`src/rtl/stage_writeback.sv`:
```
// Writeback stage: retires execute-stage results to DRAM, the EXT output port and the loop branch unit.
// Optional forwarding bus enabled by the STAGE_WRITEBACK_FWD_EN macro; constant zero otherwise.
module stage_writeback #(
  parameter  int A_WIDTH    = 12,
  parameter  int D_WIDTH    = 8,
  localparam int OPCODE_MSB = 7
) (
  input  logic                  clk,
  input  logic                  reset,
  input  logic [OPCODE_MSB:0]   operation_in,
  input  logic [D_WIDTH-1:0]    a,
  input  logic [A_WIDTH-1:0]    dp_cache,
  output logic                  ack,
  output logic                  dwe,
  output logic [A_WIDTH-1:0]    dwa,
  output logic [D_WIDTH-1:0]    dwd,
  output logic [7:0]            xd,
  output logic                  xrda,
  input  logic                  xack,
  output logic                  branch_valid,
  output logic                  branch_taken,
  output logic [15:0]           out_count,
  output logic                  fwd_valid,
  output logic [A_WIDTH-1:0]    fwd_addr,
  output logic [D_WIDTH-1:0]    fwd_data,
  output logic                  dbg_state,
  output logic [OPCODE_MSB:0]   dbg_last_op
);

  // One-hot opcode bit positions shared with the execute stage.
  localparam int OP_INC       = 0;
  localparam int OP_DEC       = 1;
  localparam int OP_INCDP     = 2;
  localparam int OP_DECDP     = 3;
  localparam int OP_IN        = 4;
  localparam int OP_OUT       = 5;
  localparam int OP_LOOPBEGIN = 6;
  localparam int OP_LOOPEND   = 7;

  typedef enum logic {
    IDLE     = 1'b0,
    OUT_WAIT = 1'b1
  } state_t;

  state_t state;
  state_t state_next;

  logic write_acc;
  logic out_acc;
  logic loop_acc;
  logic taken_next;
  logic out_done;
  logic op_present;

  // Handshakes: execute -> writeback transfers when operation_in != 0 and ack = 1 at a rising edge;
  // writeback -> EXT transfers when xrda = 1 and xack = 1 at a rising edge (xack is ignored otherwise).
  assign ack       = (state == IDLE);
  assign xrda      = (state == OUT_WAIT);
  assign dbg_state = (state == OUT_WAIT);

  always_comb begin
    state_next = state;
    write_acc  = 1'b0;
    out_acc    = 1'b0;
    loop_acc   = 1'b0;
    taken_next = 1'b0;
    out_done   = 1'b0;
    op_present = 1'b0;
    case (state)
      IDLE: begin
        op_present = |operation_in;
        write_acc  = operation_in[OP_INC] | operation_in[OP_DEC] | operation_in[OP_IN];
        out_acc    = operation_in[OP_OUT];
        loop_acc   = operation_in[OP_LOOPBEGIN] | operation_in[OP_LOOPEND];
        // Both loop bits together resolve as the OR of their individual decisions.
        taken_next = (operation_in[OP_LOOPBEGIN] && (a == '0)) ||
                     (operation_in[OP_LOOPEND]   && (a != '0));
        if (out_acc) begin
          state_next = OUT_WAIT;
        end
      end
      OUT_WAIT: begin
        if (xack) begin
          out_done   = 1'b1;
          state_next = IDLE;
        end
      end
      default: state_next = IDLE;
    endcase
  end

  always_ff @(posedge clk or negedge reset) begin
    if (!reset) begin
      state <= IDLE;
    end else begin
      state <= state_next;
    end
  end

  always_ff @(posedge clk or negedge reset) begin
    if (!reset) begin
      dwe          <= 1'b0;
      dwa          <= '0;
      dwd          <= '0;
      xd           <= '0;
      branch_valid <= 1'b0;
      branch_taken <= 1'b0;
      out_count    <= '0;
      dbg_last_op  <= '0;
    end else begin
      dwe          <= write_acc;
      branch_valid <= loop_acc;
      branch_taken <= taken_next;
      if (write_acc) begin
        dwa <= dp_cache;
        dwd <= a;
      end
      // xd is loaded only on accept, so it stays stable for the whole OUT_WAIT period.
      if (out_acc) begin
        xd <= a[7:0];
      end
      if (out_done) begin
        out_count <= out_count + 16'd1;
      end
      if (op_present) begin
        dbg_last_op <= operation_in;
      end
    end
  end

`ifdef STAGE_WRITEBACK_FWD_EN
  assign fwd_valid = dwe;
  assign fwd_addr  = dwa;
  assign fwd_data  = dwd;
`else
  assign fwd_valid = 1'b0;
  assign fwd_addr  = '0;
  assign fwd_data  = '0;
`endif

endmodule

```
`config.mk`:
```
export PLATFORM = sky130hd
export DESIGN_NAME = stage_writeback
export DESIGN_NICKNAME = d
export VERILOG_FILES = /design/src/rtl/stage_writeback.sv
export SDC_FILE = /design/constraint.sdc
export NUM_CORES = 1
export LEC_CHECK = 0
export CAP_MARGIN = 10
export CELL_PAD_IN_SITES_DETAIL_PLACEMENT = 0
export CELL_PAD_IN_SITES_GLOBAL_PLACEMENT = 1
export CORE_UTILIZATION = 51
export DETAILED_ROUTE_END_ITERATION = 8
export DONT_BUFFER_PORTS = 1
export GPL_ROUTABILITY_DRIVEN = 0
export GPL_TIMING_DRIVEN = 0
export PLACE_DENSITY_LB_ADDON = 0.1
export SYNTH_ARGS = -nofsm -noshare
export SYNTH_HDL_FRONTEND = slang
export SYNTH_SLANG_ARGS = --single-unit
```
`constraint.sdc`:
```
create_clock -name clk -period 3.6 [get_ports clk]
set_input_delay 0.54 -clock clk [delete_from_list [all_inputs] [get_ports clk]]
set_output_delay 0.54 -clock clk [all_outputs]
set_load 0.1 [all_outputs]
```
==> results of run 1 <==
[layout by cell type, fill, tap and decap left out]
cell type / netlist / final
a21oi_1: 1 / 1
a31oi_2: 1 / 1
and2_1: 1 / 1
buf_16: 0 / 1
buf_4: 23 / 23
buf_6: 2 / 2
clkbuf_8: 0 / 6
clkinv_2: 0 / 2
conb_1: 1 / 21
dfrtp_1: 56 / 56
ha_1: 1 / 1
inv_1: 5 / 5
mux2_2: 33 / 33
mux2_4: 1 / 1
nand2_1: 8 / 8
nand2_2: 1 / 1
nand2_4: 1 / 1
nand3_1: 6 / 6
nand3_2: 2 / 2
nand4_1: 3 / 3
nor2_1: 6 / 6
nor2_2: 2 / 2
nor3_1: 1 / 1
nor3_2: 1 / 1
nor3_4: 1 / 1
nor4_1: 3 / 3
o21ai_0: 2 / 2
o2bb2ai_1: 2 / 2
xnor2_1: 13 / 13
xor2_1: 2 / 2
[power by group]
part / switching [mW] / internal, mW / total [mW]
logic: 0.220 / 0.141 / 0.362
registers: 0.989 / 0.725 / 1.71
clock network: 0.186 / 0.154 / 0.340
total: 1.40 / 1.02 / 2.42
[routing by layer]
metal | routed length, um | part of all wire
met1 | 1670 | 0.37
met2 | 2270 | 0.51
met3 | 419 | 0.094
met4 | 105 | 0.024
met5 | 0 | 0
[timing repair]
| item | in CTS | in global routing |
|---|---|---|
| buffers inserted | 0 | 0 |
| endpoints found under the setup margin | 0 | 0 |
| endpoints found under the hold margin | 56 | 0 |
| hold buffers | 1 | 0 |
[worst min path at each step]
stage	slack (ns)	cells after the start	endpoint
2_1_floorplan	0.24	0	branch_taken
3_3_place_gp	0.25	0	dwd[2]
3_5_place_dp	0.25	0	dwd[3]
4_1_cts	0.1	1	out_count[15]
5_1_grt	0.11	1	out_count[15]
6_report	0.1	1	out_count[11]
[worst max-delay path: cells and delay by family, from the launching register on]
family | cells | cell delay [ns]
buffers and inverters | 2 | 1.09
flip-flops | 1 | 0.76
multiplexers | 1 | 0.38
AND/OR/NAND/NOR | 1 | 0.37
[state kept, by name, indices dropped and copies added (netlist names)]
| name | cells |
|---|---|
| dbg_state | 1 |
| branch_taken | 1 |
| out_count | 16 |
| dwe | 1 |
| dwd | 8 |
| dbg_last_op | 8 |
| dwa | 12 |
| branch_valid | 1 |
| xd | 8 |
[logic make-up after synthesis]
| logic type | count (synthesis) |
|---|---|
| DFF | 56 |
| AOI/OAI and AO/OA | 6 |
| and+or+nand+nor | 36 |
| muxes | 34 |
| buffers and inverters | 30 |
| other | 1 |
| xor gates and xnor gates | 15 |
| adders and majority gates | 1 |
[stage by stage]
stage               power [mW]  setup WS, ns
finish                    2.42         0.884
global route              2.49         0.775
CTS                       2.43         0.866
detailed placement        2.08         0.878
global placement          2.06         0.904
floorplan                 2.02          1.14
[final cells by class]
cell class / count / area, um^2 / share of cell area
multi-input cells: 113 / 862 / 0.324
clock buffers: 6 / 82.6 / 0.0310
repair buffers: 1 / 27.5 / 0.0103
flip-flops and latches: 56 / 1400 / 0.526
inverters: 5 / 18.8 / 0.00705
plain buffers: 25 / 195 / 0.0733
clock inverters: 2 / 10.0 / 0.00376
well taps: 52 / 65.1 / 0.0244
==> results_dict.tcl, run 1 <==
set metrics [dict create \
    drt_pre_antenna_iters 6 \
    synth-simple-area-share 0.0865 \
    path_class "flip-flop to flip-flop" \
    antenna_found_initial 0 \
    clock_path_buffers 2 \
    cp-start-kind "flip-flop" \
    track_usage 0.191 \
    ys_async_sr_fraction 1.00 \
    slowest_delay_ns 0.76 \
    grt_pass1_wl_mm 7.30 \
    reg2reg_depth 4 \
    ys_ff_latch 56 \
    yosysMostFrequentCell "dfrtp_1" \
    area_delta_synth_final_pct 10.8 \
    power_leakage_nw 1.23 \
    hold_class "input pin to async pin" \
    top_usage_layer "met2" \
    synthCells 179 \
    wirelength_mm 4.47 \
    fmax_mhz 368 \
    drive_gt1_frac 0.370 \
    syn-cell-area_um2 2400 \
    avgSynthCellArea_um2 13.4 \
    finClkSkew_ns 0.00736 \
    yosysTopAreaCellShare 0.583 \
    die_width_um 70.6 \
    yosysSeqAreaShare 0.583 \
    fin_crit_ns 2.72 \
    nets 239 \
    synthTopCellsByCount "56 x dfrtp_1, 33 x mux2_2, 23 x buf_4, 13 x xnor2_1, 8 x nand2_1" \
    fin_util 0.599 \
    first_global_vias 1467 \
    r2r-start "dbg_state" \
    place_inst 251 \
    hold_violations 0 \
    detail_route.wl_per_cell_um 17.2 \
    htreeDepth 2 \
    min_period_over_period 0.755 \
    finalSetupTns_ns 0 \
    critPathSlowestCell "dfrtp_1" \
    synthFlopType "dfrtp_1" \
    drc 20 \
    synth.area.mux_share 0.161 \
    clkSinkCount 56 \
    crit_fanout 10 \
    holdWs_ns 0.0981 \
    via_per_inst 5.25 \
    grt_max_degree 57 \
    vias 1364 \
    antenna_left 0 \
    rsz0062_at_grt "false" \
    rows 24 \
    cp_cell_sequence "buf_4 > inv_1 > nand2_2 > mux2_2" \
    clkLatencyLatePin_ns 0.30 \
    synth_top_family_by_area "multiplexers" \
    synth_top_area_cell "dfrtp_1" \
    synth_cell_types 27 \
    drtIter0Drc 78 \
    port_buffers 0 \
    synth_warnings 0 \
    maxSlewViolCount 0 \
    synthTopCellsByArea "dfrtp_1 58%, mux2_2 15%, buf_4 7.2%, xnor2_1 4.7%, nand3_1 1.3%" \
    cts_resized 0 \
    cp-endpoint "xd[7]" \
    tightestPinTransition_ns 1.03 \
    overflow 0 \
    drv_cap 0 \
    r2r_setup_slack_ns 0.88 \
    clk_pin_slew_ns 0.10 \
    diodes 0 \
    arrival_ns 2.90 \
    crit_start "dbg_state" \
    initial_utilization 0.541 \
    power_density_nw_per_um2 908 \
    violations "design-rule violations" \
    cts_root_buffer "clkbuf_8" \
    cts_tree "built" \
    required_ns 3.78 \
    die_h_um 70.6 \
    instances_no_fill 260 \
    r2r-end "xd[7]" \
    cp-end-kind "flip-flop" \
    synth_compound_area_frac 0.0188 \
    nFillCells 360 \
    max_slew_margin 0.314 \
    synth_xor_xnor_area_share 0.0547 \
    setup_viol 0 \
    synth_enable_flop_cells 0 \
    die-area_um2 4990 \
    grtUsageMet1 0.224 \
    use_met2 0.328 \
    synth_fa_ha_area_frac 0.00521 \
    place_area_um2 2540 \
    vdd_drop_max_v 0.000489 \
    status "finished, violations left" \
    post-dp-hpwl_mm 3.37 \
    grtUsageMet3 0.0584 \
    cts_made_buffers 5 \
    core_area_um2 4440 \
    fin_area_um2 2660 \
    io-pin-count 110 \
]
Note: power is estimated with default switching activity, not from simulation.
==> run 2, diff against run 1 <==
--- a/config.mk
+++ b/config.mk
@@ -8,7 +8,7 @@
 export CAP_MARGIN = 10
 export CELL_PAD_IN_SITES_DETAIL_PLACEMENT = 0
 export CELL_PAD_IN_SITES_GLOBAL_PLACEMENT = 1
-export CORE_UTILIZATION = 51
+export CORE_UTILIZATION = 47
 export DETAILED_ROUTE_END_ITERATION = 8
 export DONT_BUFFER_PORTS = 1
 export GPL_ROUTABILITY_DRIVEN = 0
==> constraint.sdc (replaced) <==
create_clock -name clk -period 2.85 [get_ports clk]
set_input_delay 0.4275 -clock clk [delete_from_list [all_inputs] [get_ports clk]]
set_output_delay 0.4275 -clock clk [all_outputs]
set_load 0.1 [all_outputs]
==> run 2 against run 1 <==
The run now ends clean. Non-clock buffer count increased by 1. Critical path depth unchanged. First-iteration DRC count decreased by 22%. Clock skew decreased by 0.0038 ns. Utilization decreased by 4.4 points. Critical endpoint unchanged.
==> results_dict.tcl, run 2 (synthesized netlist as in run 1, its figures left out) <==
set metrics [dict create \
    cts_tree "built" \
    largest_reg_flops 16 \
    required_ns 3.03 \
    reg2reg_depth 4 \
    status "completed" \
    diodes 0 \
    rsz0062_at_grt "false" \
    wirelength_mm 4.33 \
    drtIter0Drc 61 \
    fin_crit_ns 2.71 \
    via_per_inst 4.90 \
    io-pin-count 110 \
    top_register "out_count" \
    overflow 0 \
    port_buffers 0 \
    nets 240 \
    vdd_drop_max_v 0.000659 \
    cp-end-kind "flip-flop" \
    detail_route.wl_per_cell_um 15.7 \
    grt_max_degree 57 \
    maxSlewViolCount 0 \
    clock_path_buffers 2 \
    holdWs_ns 0.231 \
    drc 0 \
    clkLatencyLatePin_ns 0.29 \
    arrival_ns 2.90 \
    finClkSkew_ns 0.00356 \
    power_density_nw_per_um2 1130 \
    die-area_um2 5400 \
    crit_family "buffers and inverters" \
    fmax_mhz 369 \
    area_delta_synth_final_pct 11.4 \
    clk_pin_slew_ns 0.09 \
    cts_resized 0 \
    min_period_over_period 0.951 \
    cp.buffers_inverters 2 \
    post-dp-hpwl_mm 3.33 \
    core_area_um2 4820 \
    r2r_setup_slack_ns 0.14 \
    min_path_cells 1 \
    initial_utilization 0.499 \
    antenna_left 0 \
    hp-start "xack" \
    cts_made_buffers 5 \
    power_leakage_nw 1.23 \
    critPathSlowestCell "dfrtp_1" \
    finalSetupTns_ns 0 \
    cts_root_buffer "clkbuf_8" \
    path_class "flip-flop to flip-flop" \
    vias 1347 \
    die_width_um 73.5 \
    htreeDepth 2 \
    crit_start "dbg_state" \
    die_h_um 73.5 \
    cp_cell_sequence "buf_4 > inv_1 > nand2_2 > mux2_2" \
    setup_viol 0 \
    tightestPinTransition_ns 1.03 \
    hold_violations 0 \
    rows 25 \
    max_slew_margin 0.313 \
    r2r-start "dbg_state" \
    antenna_found_initial 0 \
    drt_pre_antenna_iters 4 \
    whs_endpoint "dbg_state" \
    reg_top3 "out_count (16), dwa (12)" \
    track_usage 0.166 \
    clkSinkCount 56 \
    fin_util 0.556 \
    drive_gt1_frac 0.361 \
    cp-start-kind "flip-flop" \
    first_global_vias 1345 \
    hold_class "input pin to flip-flop" \
    drv_cap 0 \
    final_common_cell "dfrtp_1" \
    grt_pass1_wl_mm 6.68 \
    crit_fanout 10 \
    slowest_delay_ns 0.76 \
    r2r-end "xd[7]" \
    layout_common_cells "56 x dfrtp_1, 33 x mux2_2, 23 x buf_4, 21 x conb_1, 13 x xnor2_1" \
]
[run 2: how the worst max path moves through the flow]
stage                     endpoint  slack, ns  cells after the start
final                        xd[7]       0.14                      4
after global routing         xd[6]       0.05                      4
after CTS                    xd[7]       0.13                      4
after detailed placement     xd[7]       0.14                      4
after global placement       xd[7]       0.16                      4
after floorplan              xd[0]       0.39                      4
[run 2: area by class of cell]
cell class	count	area (um^2)
fill	446	2140
sequential	56	1400
multi-input combinational	113	862
buffer	25	195
tap	67	83.8
clock buffer	6	72.6
timing repair buffer	2	37.5
inverter	5	18.8
clock inverter	1	5.00
[run 2: report_power, final]
part | total [mW] | leakage (nW) | internal (mW) | switching (mW)
Clock | 0.394 | 0.0410 | 0.168 | 0.227
Sequential | 2.17 | 0.679 | 0.916 | 1.25
Combinational | 0.461 | 0.507 | 0.181 | 0.280
[run 2: what timing repair did]
| action | CTS | global route |
|---|---|---|
| hold buffers | 2 | 0 |
| buffers inserted | 0 | 0 |
| hold endpoints to repair | 56 | 0 |
[run 2: per-stage QoR]
stage	instance area, um^2	power, mW	worst slack (ns)	instances
finish	2680	3.02	0.139	275
global route	2680	3.14	0.0506	275
CTS	2680	3.05	0.132	275
detailed placement	2560	2.63	0.145	266
global placement	2560	2.61	0.162	266
floorplan	2480	2.55	0.393	199
[run 2: worst reg2reg max path: cells and delay by family (launching register included)]
family,cells,cell delay (ns)
muxes,1,0.38
buffers and inverters,2,1.09
DFF,1,0.76
and+or+nand+nor,1,0.37
[run 2: layer usage]
| layer | routed length (um) | share of wire | track usage | vias to the layer above |
|---|---|---|---|---|
| met5 | 0 | 0 | 0 | - |
| met4 | 45 | 0.010 | 0.0513 | 0 |
| met3 | 445 | 0.10 | 0.0658 | 6 |
| met2 | 2240 | 0.52 | 0.284 | 70 |
| met1 | 1600 | 0.37 | 0.190 | 657 |
| li1 | - | - | - | 614 |
==> run 3, diff against run 2 <==
--- a/config.mk
+++ b/config.mk
@@ -9,6 +9,7 @@
 export CELL_PAD_IN_SITES_DETAIL_PLACEMENT = 0
 export CELL_PAD_IN_SITES_GLOBAL_PLACEMENT = 1
 export CORE_UTILIZATION = 47
+export CTS_CLUSTER_DIAMETER = 50
 export DETAILED_ROUTE_END_ITERATION = 8
 export DONT_BUFFER_PORTS = 1
 export GPL_ROUTABILITY_DRIVEN = 0
==> results of run 3 <==
The final DEF is identical to that of run 2; final timing and power are the same.
